### config.mk
export PLATFORM = sky130hd
export DESIGN_NAME = obi_rr_arbiter
export DESIGN_NICKNAME = d
export VERILOG_FILES = /design/src/rtl/obi_rr_arbiter.sv
export SDC_FILE = /design/constraint.sdc
export NUM_CORES = 1
export LEC_CHECK = 0
export CORE_AREA = 2 2 202 204
export DETAILED_ROUTE_END_ITERATION = 7
export DIE_AREA = 0 0 204 206
export PLACE_DENSITY = 0.52
export SETUP_SLACK_MARGIN = 0.1
export SLEW_MARGIN = 25
export SYNTH_ARGS = -nofsm -noshare
export SYNTH_HDL_FRONTEND = slang
export SYNTH_SLANG_ARGS = --single-unit
### constraint.sdc
create_clock -name clk_i -period 4.8 [get_ports clk_i]
set_clock_uncertainty 0.15 [all_clocks]
set_input_delay 0.48 -clock clk_i [delete_from_list [all_inputs] [get_ports clk_i]]
set_output_delay 0.48 -clock clk_i [all_outputs]
set_load 0.03 [all_outputs]
### src/rtl/obi_rr_arbiter.sv
// obi_rr_arbiter: shares one OBI slave port between NUM_MASTERS memory nodes.
// Unlocked requests are arbitrated round-robin; a request presented to the bus
// without a grant stays locked until granted. An in-order ID FIFO routes
// rvalid/rdata (reads and writes alike) back to the issuing master.
//
// Build option: define OBI_ARB_FIXED_PRIO_EN for fixed priority (lowest
// requesting index wins when unlocked, no rotation register).
//
// Bus layouts, per master and on the slave side:
//   request  [REQ_W-1:0]  = {req, we, be[3:0], addr[31:0], wdata[31:0]}
//   response [RESP_W-1:0] = {gnt, rvalid, rdata[31:0]}
// masters_req_i / masters_resp_o pack master i at slice [i*W +: W].
// NUM_MASTERS defaults to the node count of the standard CGRA build (4).

module obi_rr_arbiter #(
  parameter int unsigned NUM_MASTERS     = 4,
  parameter int unsigned MAX_OUTSTANDING = 2,
  localparam int unsigned ADDR_W = 32,
  localparam int unsigned DATA_W = 32,
  localparam int unsigned BE_W   = DATA_W / 8,
  localparam int unsigned REQ_W  = 2 + BE_W + ADDR_W + DATA_W,
  localparam int unsigned RESP_W = 2 + DATA_W
) (
  input  logic                            clk_i,
  input  logic                            rst_ni,
  input  logic [NUM_MASTERS*REQ_W-1:0]    masters_req_i,
  output logic [NUM_MASTERS*RESP_W-1:0]   masters_resp_o,
  output logic [REQ_W-1:0]                slave_req_o,
  input  logic [RESP_W-1:0]               slave_resp_i,
  output logic                            busy_o,
  output logic                            stall_o,
  output logic                            protocol_err_o
);

  localparam int unsigned IDW = (NUM_MASTERS > 1) ? $clog2(NUM_MASTERS) : 1;
  localparam int unsigned PW  = (MAX_OUTSTANDING > 1) ? $clog2(MAX_OUTSTANDING) : 1;
  localparam int unsigned CW  = $clog2(MAX_OUTSTANDING + 1);

  localparam logic [IDW-1:0] LAST_ID  = IDW'(NUM_MASTERS - 1);
  localparam logic [PW-1:0]  LAST_PTR = PW'(MAX_OUTSTANDING - 1);
  localparam logic [CW-1:0]  FULL_CNT = CW'(MAX_OUTSTANDING);

  // Unpacked view of the master request buses
  logic [REQ_W-1:0]       m_bus [NUM_MASTERS];
  logic [NUM_MASTERS-1:0] m_req;

  for (genvar g = 0; g < NUM_MASTERS; g++) begin : g_unpack
    assign m_bus[g] = masters_req_i[g*REQ_W +: REQ_W];
    assign m_req[g] = masters_req_i[g*REQ_W + REQ_W - 1];
  end

  logic              s_gnt;
  logic              s_rvalid;
  logic [DATA_W-1:0] s_rdata;

  assign s_gnt    = slave_resp_i[RESP_W-1];
  assign s_rvalid = slave_resp_i[RESP_W-2];
  assign s_rdata  = slave_resp_i[DATA_W-1:0];

  // State
  logic           lock_q, lock_d;
  logic [IDW-1:0] lock_id_q, lock_id_d;
  logic [IDW-1:0] fifo_q [MAX_OUTSTANDING];
  logic [PW-1:0]  wr_ptr_q, wr_ptr_d;
  logic [PW-1:0]  rd_ptr_q, rd_ptr_d;
  logic [CW-1:0]  cnt_q, cnt_d;
  logic           perr_q, perr_d;

  logic [IDW-1:0] scan_id;
  logic [IDW-1:0] winner;
  logic [IDW-1:0] head_id;
  logic           full;
  logic           empty;
  logic           slv_req;
  logic           xfer;
  logic           pop;

`ifdef OBI_ARB_FIXED_PRIO_EN
  // Fixed priority: lowest requesting index wins
  always_comb begin
    logic found;
    found   = 1'b0;
    scan_id = '0;
    for (int unsigned i = 0; i < NUM_MASTERS; i++) begin
      if (!found && m_req[IDW'(i)]) begin
        found   = 1'b1;
        scan_id = IDW'(i);
      end
    end
  end
`else
  logic [IDW-1:0] rr_q, rr_d;

  // Round-robin: first requester at or after rr_q, wrapping modulo NUM_MASTERS
  always_comb begin
    logic        found;
    int unsigned idx;
    found   = 1'b0;
    idx     = '0;
    scan_id = rr_q;
    for (int unsigned i = 0; i < NUM_MASTERS; i++) begin
      idx = 32'(rr_q) + i;
      if (idx >= NUM_MASTERS) idx = idx - NUM_MASTERS;
      if (!found && m_req[IDW'(idx)]) begin
        found   = 1'b1;
        scan_id = IDW'(idx);
      end
    end
  end

  // Rotation pointer advances past the master just granted
  always_comb begin
    rr_d = rr_q;
    if (xfer) rr_d = (winner == LAST_ID) ? '0 : winner + IDW'(1);
  end

  // Rotation pointer register
  always_ff @(posedge clk_i or negedge rst_ni) begin
    if (!rst_ni) rr_q <= '0;
    else         rr_q <= rr_d;
  end
`endif

  assign winner  = lock_q ? lock_id_q : scan_id;
  assign full    = (cnt_q == FULL_CNT);
  assign empty   = (cnt_q == '0);
  assign head_id = fifo_q[rd_ptr_q];

  // Full blocks issue even when a pop happens in the same cycle
  assign slv_req = rst_ni & m_req[winner] & ~full;
  assign xfer    = slv_req & s_gnt;
  assign pop     = rst_ni & s_rvalid & ~empty;

  logic [NUM_MASTERS-1:0] gnt_vec;
  logic [NUM_MASTERS-1:0] rvalid_vec;
  logic [DATA_W-1:0]      rdata_bc;

  // Per-master grant and response strobes
  always_comb begin
    gnt_vec    = '0;
    rvalid_vec = '0;
    if (xfer) gnt_vec[winner]     = 1'b1;
    if (pop)  rvalid_vec[head_id] = 1'b1;
  end

  assign rdata_bc = rst_ni ? s_rdata : '0;

  for (genvar g = 0; g < NUM_MASTERS; g++) begin : g_resp
    assign masters_resp_o[g*RESP_W +: RESP_W] = {gnt_vec[g], rvalid_vec[g], rdata_bc};
  end

  assign slave_req_o    = rst_ni ? {slv_req, m_bus[winner][REQ_W-2:0]} : '0;
  assign stall_o        = rst_ni & (|m_req) & ~xfer;
  assign busy_o         = ~empty;
  assign protocol_err_o = perr_q;

  // Next state: lock tracking, ID FIFO pointers/count, sticky protocol error
  always_comb begin
    lock_d    = lock_q;
    lock_id_d = lock_id_q;
    wr_ptr_d  = wr_ptr_q;
    rd_ptr_d  = rd_ptr_q;
    cnt_d     = cnt_q;
    perr_d    = perr_q | (s_rvalid & empty);

    if (xfer) begin
      lock_d = 1'b0;
    end else if (slv_req) begin
      lock_d    = 1'b1;
      lock_id_d = winner;
    end

    if (xfer) wr_ptr_d = (wr_ptr_q == LAST_PTR) ? '0 : wr_ptr_q + PW'(1);
    if (pop)  rd_ptr_d = (rd_ptr_q == LAST_PTR) ? '0 : rd_ptr_q + PW'(1);

    case ({xfer, pop})
      2'b10:   cnt_d = cnt_q + CW'(1);
      2'b01:   cnt_d = cnt_q - CW'(1);
      default: cnt_d = cnt_q;
    endcase
  end

  // State registers and ID FIFO storage
  always_ff @(posedge clk_i or negedge rst_ni) begin
    if (!rst_ni) begin
      lock_q    <= 1'b0;
      lock_id_q <= '0;
      wr_ptr_q  <= '0;
      rd_ptr_q  <= '0;
      cnt_q     <= '0;
      perr_q    <= 1'b0;
      fifo_q    <= '{default: '0};
    end else begin
      lock_q    <= lock_d;
      lock_id_q <= lock_id_d;
      wr_ptr_q  <= wr_ptr_d;
      rd_ptr_q  <= rd_ptr_d;
      cnt_q     <= cnt_d;
      perr_q    <= perr_d;
      if (xfer) fifo_q[wr_ptr_q] <= winner;
    end
  end

endmodule

# Word-level counts from Yosys, hierarchy flattened
# Cells that the tools add are included.
[word_totals] input_bits=316 register_bits=14 wordCells=115
[classes] n_eq_ne=4 addsub=12 n_mux=45 n_bitwise=15 reduce_logical=14 n_lt_le_gt_ge=16
[op_table] op="70-bit binary-select mux with 2-bit select" n=1
[op_table] op="69-bit two-way mux" n=2
[op_table] op="70-bit two-way mux" n=1
[op_table] op="32-bit two-way mux" n=1
[op_table] op="2-bit two-way mux" n=14
[op_table] op="2-bit by 3-bit less-than comparator with 1-bit output (second input constant)" n=6
[op_table] op="1-bit two-way mux" n=14
[op_table] op="3-bit greater-or-equal comparator (second input constant)" n=4
[op_table] op="1-bit binary-select mux with 2-bit select" n=5
[op_table] op="2-bit by 1-bit subtractor with 2-bit output (second input constant)" n=5
[op_table] op="1-bit AND" n=8
[op_table] op="4-bit two-way mux" n=2
[op_table] op="2-bit by 2-bit adder with 3-bit output (second input constant)" n=2
[op_table] op="2-bit equality test (second input constant)" n=3
[op_table] op="1-bit logical AND" n=6
[op_table] op="2-bit by 1-bit adder with 2-bit output (second input constant)" n=2
[op_table] op="4-bit bitwise mux" n=1
[op_table] op="1-bit demux with 2-bit select" n=2
[op_table] op="2-bit by 1-bit greater-or-equal comparator with 1-bit output (second input constant)" n=2
[op_table] op="2-bit greater-or-equal comparator (second input constant)" n=2
[op_table] op="1-bit NOT with 2-bit output" n=2
[op_table] op="2-bit one-hot mux with 2 select lines" n=1
[op_table] op="2-bit nonzero test" n=2
[op_table] op="4-bit OR reduction" n=1
[op_table] op="12 further kinds" n=17

# Longest topological paths before layout
[logic_depth] ltp_word=22 ltp_mapped=10 depth_no_buf=9

# Worst setup path before layout
# OpenSTA, ideal clock, no wires.
[synth_timing] path_type="in2out" start="in masters_req_i[139]" end="out slave_req_o[0]" t_arrival_ns=2.172 required_time_ns=4.170 setup_slack_ns=1.998 path_stages=8 path_cell_list="nand2b_1 and3_1 a31oi_1 o21ai_4 inv_6 buf_8 mux4_2 and2_1"
[synth_via] elab_chain_cells=18
[synth_lines] element="start: declaration" line="26" rtl="input logic [NUM_MASTERS*REQ_W-1:0] masters_req_i,"
[synth_lines] element="1-bit binary-select mux with 2-bit select" line="104" rtl="if (!found && m_req[IDW'(idx)]) begin"
[synth_lines] element="1-bit two-way mux (implied by the code)" line="104"
[synth_lines] element="1-bit two-way mux" line="104"
[synth_lines] element="1-bit zero test" line="104"
[synth_lines] element="1-bit logical AND" line="104"
[synth_lines] element="1-bit two-way mux" line="104"
[synth_lines] element="1-bit zero test" line="104"
[synth_lines] element="1-bit logical AND" line="104"
[synth_lines] element="(+2 left out)"
[synth_lines] element="1-bit logical AND" line="104"
[synth_lines] element="2-bit two-way mux *" line="104"
[synth_lines] element="2-bit two-way mux *" line="124" rtl="assign winner = lock_q ? lock_id_q : scan_id;"
[synth_lines] element="net winner[0]" line="70" rtl="logic [IDW-1:0] winner;"
[synth_lines] element="2-bit NOT with 3-bit output (implied by the code) *" line="152" rtl="assign slave_req_o = rst_ni ? {slv_req, m_bus[winner][REQ_W-2:0]} : '0;"
[synth_lines] element="70-bit binary-select mux with 2-bit select *" line="152"
[synth_lines] element="69-bit two-way mux (implied by the code) * (2 in series)" line="152"
[synth_lines] element="70-bit two-way mux *" line="152"
[synth_lines] element="end: declaration" line="28" rtl="output logic [REQ_W-1:0] slave_req_o,"
# The timed path passes the listed nets; every way through them passes the cells marked *. The select of a mux whose other input is x is not followed.

# Final worst setup path
[layout_timing] start="in masters_req_i[209]" end="out slave_req_o[60]"
[layout_via] elab_chain_cells=18
[layout_lines] element="1-bit binary-select mux with 2-bit select" line="104"
[layout_lines] element="1-bit two-way mux (implied by the code)" line="104"
[layout_lines] element="1-bit two-way mux" line="104"
[layout_lines] element="1-bit zero test" line="104"
[layout_lines] element="1-bit logical AND" line="104"
[layout_lines] element="1-bit two-way mux" line="104"
[layout_lines] element="1-bit zero test" line="104"
[layout_lines] element="1-bit logical AND" line="104"
[layout_lines] element="1-bit two-way mux" line="104"
[layout_lines] element="1-bit zero test" line="104"
[layout_lines] element="1-bit logical AND" line="104"
[layout_lines] element="2-bit two-way mux *" line="104"
[layout_lines] element="2-bit two-way mux *" line="124"
[layout_lines] element="2-bit NOT with 3-bit output (implied by the code) *" line="152"
[layout_lines] element="70-bit binary-select mux with 2-bit select *" line="152"
[layout_lines] element="69-bit two-way mux (implied by the code) * (2 in series)" line="152"
[layout_lines] element="70-bit two-way mux *" line="152"
# Every way passes the cells marked *; elsewhere a longest branch is shown, timed or not. The select of a mux whose other input is x is not followed.

==> summary.txt <==
vias in the first global route - 4811
Avg WL per Cell - 18.11 microns
number of synthesized flops with an enable pin - 0
sequential share of the synthesized area - 0.08336
DRT antenna net count - 0
number of distinct library cells after synthesis - 45
Resized cells post-CTS - 0
die height - 206 microns
postcts setup bufs - 0
hpwl dp - 21.56 mm
number of synthesized register bits - 14
Fill cells - 4313
CTS H-tree depth - 1
crit start category - input pin
CP startpoint - masters_req_i[209]
Final Non-Filler Cells - 1355
slowest stage delay, CP - 0.58 ns
num rows - 74
initial antenna violation count - 3
drt first-iter violations - 172
proportion of layout cells with a drive suffix above 1 - 0.1495
Post-Syn Nets - 732
Mean Syn Cell Area - 10.23 sq um
most area-consuming cells after synthesis - mux4_2, buf_4, and2_1, dfrtp_1, buf_12
Max-Cap Viols - 0
GRT Total Usage - 0.1040
synthesized area - 0.004203 sq mm
slew at the pin closest to its max-slew limit - 0.8286 ns
unrepaired setup endpoints after global routing - false
deepest clock path buffer count - 2
CTS Sinks - 14
CP endpoint kind - output pin
largest net degree at the start of global routing - 119
Max-slew headroom - 0.4476
Starting Density - 0.1046
Worst path slowest cell - buf_4
Power Density - 413.4 mW/mm^2
# IOs - 525
peak supply drop - 0.2794 mV
PortBufs - 524
CP arrival - 3.54 ns
Tightest Hold Check Type - in -> async
ratio of final minimum period to clock period - 0.8694
total wire length - 24.54 mm
Post-synth ARST share - 1.000
leading area contributor after synthesis - mux4_2
Syn-to-layout area delta - 126.2%
CTS clk-pin slew, worst paths - 0.05 ns
status - complete, no violations
DP Cell Count - 1351
grt ovf - 0
fin. max-slew vios - 0
RR Startpoint - rr_q[1]
Core Region - 0.04018 sq mm
count leader, synth - and2_1
Synth top area share - 0.3644
Cells after Synth - 411
critical path class - in -> out
Die X - 204 microns
multi-input logic area - 0.002844 sq mm
Most common cell on crit path - clkdlybuf4s50_1
final setup violation count - 0
CTS tree - yes
FMAX - 239.6 MHz
post-layout min period - 4.173 ns
# nets final - 1145
Vias/cell - 3.607
Cell Chain, Critical Path - clkdlybuf4s50_1 -> nand2b_1 -> a21boi_0 -> o31ai_4 -> clkinv_2 -> buf_4 -> mux4_2 -> and2_1 -> clkdlybuf4s50_1
DRT Pass-1 Iters - 4
via count - 4888
full die area - 0.04202 sq mm
Num CTS Buffers - 3
Fin. Hold Viols - 0
Setup TNS - 0 ns
Sequential Area - 350.3 sq um
first-pass GRT wire length - 32.21 mm
Max FO, Critical Path - 53
synth warn - 0
Root Buffer Master - clkbuf_16
Synth Flop Type - dfrtp_1
Worst Path Required - 4.17 ns
Leakage - 0.003413 uW
Synth top cells by count - and2_1, buf_4, mux4_2, nor2_1, dfrtp_1
DRC viols - 0
n_diodes - 0
cts hold-fix bufs - 0
Clk Latency, worst-skew pair - 0.24 ns
routability cong. - 0.7867
area by class of cell:
type	instances	area share
Multi-Input combinational cell	259	0.2991
Inverter	14	0.006185
Tap cell	532	0.07001
Clock buffer	4	0.009343
Sequential cell	14	0.03685
Timing Repair Buffer	532	0.5785
worst max-delay path, delay by kind of cell:
kind	cells	cell delay, ns
AOI/OAI and AO/OA	2	0.42
buffers and inverters	4	1.77
muxes	1	0.44
and+or+nand+nor	2	0.30
flip-flops by register name, indices dropped and copies added, names as in the netlist:
name and count:
cnt_q 2, fifo_q 4, rd_ptr_q 1, wr_ptr_q 1, lock_q 1, lock_id_q 2
rr_q 2, protocol_err_o 1
per-stage QoR:
step / util / setup WS [ns] / power [uW] / area, sq um / hold WS [ns]
floorplan: - / 1.998 / 2559 / 4203 / 0.03441
global route: 0.2366 / 0.4685 / 4176 / 9508 / 0.1633
finish: 0.2366 / 0.6269 / 3930 / 9508 / 0.1264
detailed placement: 0.2344 / 0.5863 / 3826 / 9419 / 0.3113
global placement: 0.2344 / 0.6042 / 3810 / 9419 / 0.3101
CTS: 0.2366 / 0.5815 / 4015 / 9508 / 0.1583
cell usage in the layout, fill, tap and decap left out, drive strengths merged, types with 2 or more instances in the layout:
master / n
nor2: 16
clkbuf: 4
nand3: 6
o211ai: 5
inv: 13
clkdlybuf4s50: 492
nand3b: 2
xnor2: 5
buf: 40
mux2i: 2
dfrtp: 14
nand4: 3
and3: 3
mux4: 69
and2: 102
a21oi: 5
nand2: 5
mux2: 3
nand2b: 4
a21boi: 3
o21ai: 5
ha: 5
o31ai: 4
kinds of logic (layout without fill, tap and decap cells):
| kind of cell | Yosys count | count (layout) | synth area share |
|---|---|---|---|
| AOI/OAI and AO/OA | 29 | 29 | 0.05835 |
| xor gates and xnor gates | 5 | 5 | 0.01042 |
| adders and majority gates | 5 | 5 | 0.01489 |
| buffers and inverters | 138 | 550 | 0.2400 |
| DFF | 14 | 14 | 0.08336 |
| muxes | 74 | 74 | 0.3852 |
| and+or+nand+nor | 146 | 146 | 0.2078 |
final timing paths:
kind                                        end  slack, ns  depth (start not counted)
worst max-delay path            slave_req_o[60]       0.63                          9
worst min-delay path                  fifo_q[2]       0.13                          2
worst max register to register         cnt_q[1]       2.08                          9
worst min register to register   protocol_err_o       0.31                          1
max in group asynchronous               rr_q[0]       4.05                          2
min in group clk_i               protocol_err_o       0.31                          1
report_power, final:
part / switching (uW) / total [uW] / internal [uW]
clock: 50.6 / 177 / 126
combinational: 1710 / 3520 / 1810
sequential: 61.3 / 229 / 167
per-layer routing:
| layer | global-route usage | vias to the layer above | wire, microns | share of wire |
|---|---|---|---|---|
| li1 | - | 2218 | - | - |
| met1 | 0.1301 | 2335 | 9784 | 0.40 |
| met2 | 0.1850 | 319 | 12330 | 0.50 |
| met3 | 0.02523 | 14 | 2194 | 0.089 |
| met4 | 0.01320 | 2 | 225 | 0.0092 |
| met5 | 0 | - | 11 | 0.00045 |
No activity file was read; power rests on OpenSTA's default activity.
